--- config.mk ---
export PLATFORM = sky130hd
export DESIGN_NAME = lfsr_encrypter
export DESIGN_NICKNAME = d
export VERILOG_FILES = /design/src/rtl/lfsr_encrypter.sv
export SDC_FILE = /design/constraint.sdc
export NUM_CORES = 1
export LEC_CHECK = 0
export ABC_AREA = 0
export BUFFER_PORTS_ARGS = -buffer_cell sky130_fd_sc_hd__buf_2
export CORE_UTILIZATION = 39
export CTS_CLUSTER_DIAMETER = 80
export DETAILED_ROUTE_END_ITERATION = 12
export GPL_TIMING_DRIVEN = 1
export SETUP_SLACK_MARGIN = 0.2
export SLEW_MARGIN = 10
export SYNTH_ARGS = -nofsm -noshare
export SYNTH_HDL_FRONTEND = slang
export SYNTH_SLANG_ARGS = --single-unit
--- constraint.sdc ---
create_clock -name clk -period 3.2 [get_ports clk]
set_clock_uncertainty 0.2 [all_clocks]
set_input_delay 0.48 -clock clk [delete_from_list [all_inputs] [get_ports clk]]
set_output_delay 0.48 -clock clk [all_outputs]
set_load 0.01 [all_outputs]
--- src/rtl/lfsr_encrypter.sv ---
// lfsr_encrypter
//   Reads plaintext from a combinational-read memory, prepends pre_len copies of
//   a preamble char, XORs bits [4:0] of every char with a 5-bit maximal-length
//   LFSR keystream and writes the ciphertext back to memory.
//   Optional feature macro: ENCRYPTER_SEED_GUARD_EN (replaces a zero seed by
//   5'h1F and flags it on seed_fixed).
module lfsr_encrypter #(
  parameter logic [7:0] SRC_BASE = 8'd64,
  parameter logic [7:0] DST_BASE = 8'd0,
  parameter int         MSG_LEN  = 64
) (
  input  logic       clk,
  input  logic       rst_n,
  input  logic       start,
  input  logic [7:0] preamble,
  input  logic [3:0] pre_len,
  input  logic [2:0] tap_sel,
  input  logic [4:0] seed,
  output logic [7:0] mem_raddr,
  input  logic [7:0] mem_rdata,
  output logic       mem_wr_en,
  output logic [7:0] mem_waddr,
  output logic [7:0] mem_wdata,
  output logic       busy,
  output logic       done,
  output logic       seed_fixed
);

  localparam logic [7:0] LAST_J = 8'(MSG_LEN - 1);

  typedef enum logic [2:0] {
    S_IDLE,
    S_LOAD,
    S_PRE,
    S_MSG,
    S_DONE
  } state_t;

  state_t     state_q, state_d;
  logic [4:0] lfsr_q;
  logic [4:0] lfsr_next;
  logic [3:0] k_q;
  logic [7:0] j_q;
  logic [7:0] preamble_q;
  logic [3:0] pre_len_q;
  logic [4:0] taps_q;
  logic [4:0] seed_q;
  logic [4:0] seed_eff;
  logic       seed_fixed_q;
  logic       start_ok;

  // Feedback polynomial per tap_sel; the two unused codes fall back to 5'h1E.
  function automatic logic [4:0] tap_mask(input logic [2:0] sel);
    case (sel)
      3'd1:    tap_mask = 5'h1D;
      3'd2:    tap_mask = 5'h1B;
      3'd3:    tap_mask = 5'h17;
      3'd4:    tap_mask = 5'h14;
      3'd5:    tap_mask = 5'h12;
      default: tap_mask = 5'h1E;
    endcase
  endfunction

  // A start pulse is only honoured between runs.
  assign start_ok  = start && ((state_q == S_IDLE) || (state_q == S_DONE));
  assign lfsr_next = {lfsr_q[3:0], ^(lfsr_q & taps_q)};

`ifdef ENCRYPTER_SEED_GUARD_EN
  // All-zero is the LFSR lock-up state, so a zero seed is replaced by all-ones.
  assign seed_eff = (seed == 5'd0) ? 5'h1F : seed;

  // Remember whether the current run had its seed replaced.
  always_ff @(posedge clk or negedge rst_n) begin
    if (!rst_n) begin
      seed_fixed_q <= 1'b0;
    end else if (start_ok) begin
      seed_fixed_q <= (seed == 5'd0);
    end
  end
`else
  assign seed_eff     = seed;
  assign seed_fixed_q = 1'b0;
`endif

  // State register.
  always_ff @(posedge clk or negedge rst_n) begin
    if (!rst_n) begin
      state_q <= S_IDLE;
    end else begin
      // NOTE: sequential state uses non-blocking assignments so every register
      // samples pre-edge values regardless of statement order.
      state_q <= state_d;
    end
  end

  // Run configuration capture, LFSR and char counters.
  always_ff @(posedge clk or negedge rst_n) begin
    if (!rst_n) begin
      preamble_q <= 8'd0;
      pre_len_q  <= 4'd0;
      taps_q     <= 5'd0;
      seed_q     <= 5'd0;
      lfsr_q     <= 5'd0;
      k_q        <= 4'd0;
      j_q        <= 8'd0;
    end else begin
      if (start_ok) begin
        preamble_q <= preamble;
        pre_len_q  <= pre_len;
        taps_q     <= tap_mask(tap_sel);
        seed_q     <= seed_eff;
      end
      case (state_q)
        S_LOAD: begin
          lfsr_q <= seed_q;
          k_q    <= 4'd0;
          j_q    <= 8'd0;
        end
        S_PRE: begin
          lfsr_q <= lfsr_next;
          k_q    <= k_q + 4'd1;
        end
        S_MSG: begin
          lfsr_q <= lfsr_next;
          j_q    <= j_q + 8'd1;
        end
        default: ;
      endcase
    end
  end

  // Next-state logic.
  always_comb begin
    // NOTE: defaulting every combinationally assigned signal first is what
    // keeps a missing branch from inferring a latch.
    state_d = state_q;
    case (state_q)
      S_IDLE:  if (start) state_d = S_LOAD;
      S_LOAD:  state_d = (pre_len_q != 4'd0) ? S_PRE : S_MSG;
      S_PRE:   if (k_q == pre_len_q - 4'd1) state_d = S_MSG;
      S_MSG:   if (j_q == LAST_J) state_d = S_DONE;
      S_DONE:  if (start) state_d = S_LOAD;
      default: state_d = S_IDLE;
    endcase
  end

  // Memory interface and status outputs, forced to zero while reset is held.
  always_comb begin
    mem_raddr  = SRC_BASE;
    mem_waddr  = DST_BASE;
    mem_wr_en  = 1'b0;
    mem_wdata  = 8'd0;
    busy       = 1'b0;
    done       = 1'b0;
    seed_fixed = seed_fixed_q;
    case (state_q)
      S_LOAD: busy = 1'b1;
      S_PRE: begin
        busy      = 1'b1;
        mem_wr_en = 1'b1;
        mem_waddr = DST_BASE + {4'd0, k_q};
        mem_wdata = {preamble_q[7:5], preamble_q[4:0] ^ lfsr_q};
      end
      S_MSG: begin
        busy      = 1'b1;
        mem_wr_en = 1'b1;
        mem_raddr = SRC_BASE + j_q;
        mem_waddr = DST_BASE + {4'd0, pre_len_q} + j_q;
        mem_wdata = {mem_rdata[7:5], mem_rdata[4:0] ^ lfsr_q};
      end
      S_DONE: done = 1'b1;
      default: ;
    endcase
    // Asynchronous reset clears outputs immediately, not at the next edge.
    if (!rst_n) begin
      mem_raddr  = 8'd0;
      mem_waddr  = 8'd0;
      mem_wr_en  = 1'b0;
      mem_wdata  = 8'd0;
      busy       = 1'b0;
      done       = 1'b0;
      seed_fixed = 1'b0;
    end
  end

endmodule

Word level (Yosys, flattened, before mapping)
Cells that the tools add are included.
Cells by class
  add/sub/neg operators: 5
  equal/unequal tests: 14
  multiplexer cells: 21
  bitwise operators: 3
  reductions and logical operators: 12
Operator list (number)
  $pmux 8 s2: 3
  $mux 8: 4
  $pmux 4 s5: 1
  $eq 3x2->1 const B: 4
  $pmux 3 s4: 1
  $pmux 5 s2: 1
  $xor 5x5->5: 2
  $eq 3x3->1 const B: 3
  $mux 3: 3
  $add 4x8->8: 1
  $add 7x8->8 const A: 1
  $add 8x1->8 const B: 1
  $eq 8x6->1 const B: 1
  $pmux 4 s2: 1
  $mux 1: 7
  $eq 3x1->1 const B: 2
  $reduce_bool 2->1: 3
  $and 5x5->5: 1
  $reduce_xor 5->1: 1
  $add 4x1->4 const B: 1
  $eq 4x4->1: 1
  $ne 2x2->1 const B: 2
  $reduce_bool 4->1: 1
  $reduce_or 2->1: 2
  7 further kinds: 7
Storage, ports and cells
  register bits: 42
  logic and storage cells: 63

Logic depth before layout (Yosys ltp)
  depth after elaboration: 4
  depth in mapped cells: 8
  depth with buffers taken out: 8

Worst setup path before layout
No wires, ideal clock.
  kind: reg-to-output
  start point: register j_q[0]
  end point: output port mem_waddr[6]
  data arrival time: 1607 ps
  slack: 913 ps
  stages on the path, launching flop included: 9
  path through: dfrtp_1 > ha_1 > inv_1 > fa_1 > nor2b_1 > o21ai_0 > a21oi_1 > xnor2_1 > nor2_1
Between the ends
  word-level cells in the longest chain between the ends: 3
Ends and longest elaborated chain
  from (decl): line 43  | logic [7:0] j_q;
  from (signal assigned): line 125  | j_q <= j_q + 8'd1;
  $add 4x8->8: line 168  | mem_waddr = DST_BASE + {4'd0, pre_len_q} + j_q;
  $pmux 8 s2: line 156  | case (state_q)
  $mux 8: line 175  | if (!rst_n) begin
  to (decl): line 22  | output logic [7:0] mem_waddr,
No other way between the ends.

Final worst setup path
Same ends and word-level chain as after synthesis.

==> out/qor_table.md <==
| Metric | Value |
|:---|:---|
| Result of the run | finished, violations left |
| Violated checks | design-rule violations |
| Proportion of layout cells with a drive suffix above 1 | 26.76% |
| Max incr delay on CP | 0.43 ns |
| Number of nets at the end of the flow | 380 |
| Number of setup violations in the final report | 0 |
| Floorplan die width | 84.39 um |
| Count of cells along the worst hold path | 3 |
| Part of the Yosys area used for sequential elements | 39.70% |
| Cells taking the most area after synthesis | sky130_fd_sc_hd__dfrtp_1 (40%), sky130_fd_sc_hd__nor2_1 (4.4%), sky130_fd_sc_hd__xnor2_1 (4.3%) |
| Netlist cell types | 41 |
| Share of the synthesized area in the top cell type | 39.70% |
| Gr ovfl total | 0 |
| Total negative slack for setup checks | 0 ns |
| Post-synthesis average cell area | 9.355 um2 |
| Die Area | 0.007122 mm2 |
| Count of cells along the worst register-to-register path | 5 |
| Initial core utilization | 40.99% |
| Warning count from the yosys run | 0 |
| Seq. cell area | 0.001051 mm2 |
| Synthesized netlist cell count | 283 |
| Number of failing hold endpoints at the final stage | 0 |
| Ratio of routed vias to standard cells | 5.233 |
| Leakage power summed over all cells | 1.561 nW |
| Cell Area, Placed | 0.002982 mm2 |
| Number of rows in the core area | 29 |
| Endpoint class of the critical path | output pin |
| Area of the mapped netlist | 0.002648 mm2 |
| HPWL reported at the end of detailed placement | 4.489 mm |
| Cell at the slowest stage of the critical path | sky130_fd_sc_hd__dfrtp_1 |
| Share of the clock period used by the worst path | 88.24% |
| Top flip-flop cell by instance count after synthesis | sky130_fd_sc_hd__dfrtp_1 |
| Fin cells | 417 |
| Count of maximum capacitance violations | 0 |
| Num Clock Sinks | 42 |
| Pre-CTS setup slack | 0.6987 ns |
| Cell chosen for the clock root | sky130_fd_sc_hd__clkbuf_8 |
| Critical R2R Capture | seed_q[1] |
| Drt first-iter violations | 141 |
| WHS | 0.1770 ns |
| Data arrival time at the worst-slack endpoint | 2.14 ns |
| Hold path startpoint | pre_len[1] |
| Post-route ant nets | 0 |
| Commonest non-fill, non-tap cells in the layout | sky130_fd_sc_hd__buf_2 (57), sky130_fd_sc_hd__dfrtp_1 (42), sky130_fd_sc_hd__nor2_1 (31) |
| Initial antenna violation count | 0 |
| Clock tree from TritonCTS | yes |
| Worst R2R Setup Slack | 1.16 ns |
| Number of enable flip-flop cells after synthesis | 0 |
| Post-synth net total | 324 |
| Largest net degree at the start of global routing | 30 |
| CP Cell Sequence | ha_1, inv_1, fa_1, nor2b_1, o21ai_0, a21oi_1, xnor2_1, nor2_1, buf_2 |
| Most frequent standard cell in the layout excluding fill and tap cells | sky130_fd_sc_hd__buf_2 |
| Core outline area | 0.006459 mm2 |
| Final Max Slew Viols | 0 |
| Element type at the critical path start | flop |
| Largest fanout on the critical path | 6 |
| Count of inserted antenna diode cells | 0 |
| Measured slew at the worst slew-check pin | 0.5352 ns |
| Number of iterations in the first detailed-routing pass | 10 |
| Number of buffers created by CTS | 5 |
| Max Freq | 354.1 MHz |
| CTS clk-pin slew, worst paths | 0.09 ns |
| Destination of the worst hold path | pre_len_q[1] |
| Area of all placed cells without fillers | 0.003087 mm2 |
| I/O pin cnt | 59 |
| Post-detailed-route DRC marker count | 2 |
| CTS H-tree lvls | 2 |
| Total of flip-flops plus latches after synthesis | 42 |
| Placer's final routability congestion estimate | 0.8492 |
| Critical path required time | 2.52 ns |
| Placed Instances | 408 |
| Area growth from synthesis to layout | 16.59% |
| Post-layout util | 47.79% |
| Layout fillers | 651 |
| Synth async-reset ratio | 100.0% |
| Vertical die dimension | 84.39 um |
| Resized cells post-CTS | 0 |
| Routed length per instance | 14.60 um |
| Crit path buf inv count | 2 |
| Path type of the worst min-delay path | input pin to flop |
| Number of input and output port buffers inserted | 57 |
| CP delay by family, top | adder cells |
| Final critical path time including I/O delays and setup | 2.824 ns |
| Path type of the worst setup path | flop to output pin |
| Origin of the critical flop-to-flop path | state_q[0] |
| Least setup slack across all paths after layout | 0.3762 ns |
| Worst-skew pair later-pin latency | 0.30 ns |
| RSZ-0062 raised after global routing | false |
| Number of global-route vias before repair | 2,178 |
| Area taken by multi-input logic gates | 0.001448 mm2 |
| P per Cell Area | 764.7 mW/mm2 |
| First-pass GRT wire length | 10.41 mm |
| Number of vias after detailed routing | 2,182 |
| Maximum vdd drop | 0.3957 mV |
| GRT Resource Usage Total | 18.41% |
| Clock Path Buffers | 2 |
| Rel. slew slack | 63.94% |
| Area leader, netlist | sky130_fd_sc_hd__dfrtp_1 |
| Wirelength, routed | 6.089 mm |
| Total Power | 2.360 mW |
-- logic make-up after synthesis --
logic type / Yosys count / synth area share (%)
multiplexers: 27 / 12.00
AND/OR/NAND/NOR: 89 / 15.36
other: 1 / 0.1416
AO/OA/AOI/OAI: 64 / 15.22
buffers and inverters: 29 / 5.624
flip-flops: 42 / 39.70
adder cells (fa/ha/maj): 10 / 5.010
XOR/XNOR: 21 / 6.947
-- Yosys cell counts, types with 3 or more instances --
master	n
sky130_fd_sc_hd__a21oi_1	14
sky130_fd_sc_hd__a22o_1	7
sky130_fd_sc_hd__a22oi_1	8
sky130_fd_sc_hd__and3_1	8
sky130_fd_sc_hd__buf_2	8
sky130_fd_sc_hd__buf_6	3
sky130_fd_sc_hd__clkbuf_1	3
sky130_fd_sc_hd__dfrtp_1	42
sky130_fd_sc_hd__ha_1	9
sky130_fd_sc_hd__inv_1	13
sky130_fd_sc_hd__mux2_2	10
sky130_fd_sc_hd__mux2_4	7
sky130_fd_sc_hd__mux2i_1	10
sky130_fd_sc_hd__nand2_1	25
sky130_fd_sc_hd__nand3_1	7
sky130_fd_sc_hd__nor2_1	31
sky130_fd_sc_hd__nor2b_1	4
sky130_fd_sc_hd__nor3_1	7
sky130_fd_sc_hd__o21ai_0	21
sky130_fd_sc_hd__xnor2_1	13
sky130_fd_sc_hd__xor2_1	8
-- layer usage --
metal	track usage [%]	wire (um)
met4	4.622	61
met5	0	0
met2	30.25	2880
met1	25.30	3009
met3	3.343	137
-- flip-flops by register name (all words and copies together), names as in the netlist --
name and count:
j_q 8, preamble_q 8, lfsr_q 5, seed_q 5, taps_q 5, k_q 4
pre_len_q 4, state_q 3
-- worst reg2reg max path, delay by kind of cell, from the launching register on --
kind / cells / cell delay (ns)
buffers and inverters: 2 / 0.58
AND/OR/NAND/NOR: 2 / 0.28
flip-flops: 1 / 0.50
multiplexers: 1 / 0.38
-- how the worst max path moves through the flow --
stage                     startpoint           end  slack (ns)  cells past startpoint
after floorplan               j_q[0]  mem_waddr[6]        0.91                      8
after global placement        j_q[0]  mem_waddr[6]        0.76                      9
after detailed placement      j_q[0]  mem_waddr[6]        0.70                      9
after CTS                     j_q[0]  mem_waddr[6]        0.36                      9
after global routing          j_q[0]  mem_waddr[6]        0.23                      9
final                         j_q[0]  mem_waddr[6]        0.38                      9
-- final cells by class --
cell class | count | area share (%)
tap | 77 | 3.121
clock inverter | 2 | 0.4054
multi-input combinational | 212 | 46.90
clock buffer | 6 | 2.675
inverter | 13 | 1.581
timing repair buffer | 65 | 11.27
sequential | 42 | 34.05
-- where the power goes --
group	internal, mW	switching, mW	total, mW
registers	0.680	0.227	0.906
clock network	0.174	0.197	0.371
logic	0.537	0.546	1.08
total	1.39	0.970	2.36
-- timing repair --
item / 4_1_cts / 5_1_grt
endpoints found under the hold margin: 13 / 0
setup buffers: 0 / 0
hold buffers: 1 / 0
(Power assumes the default switching activity.)
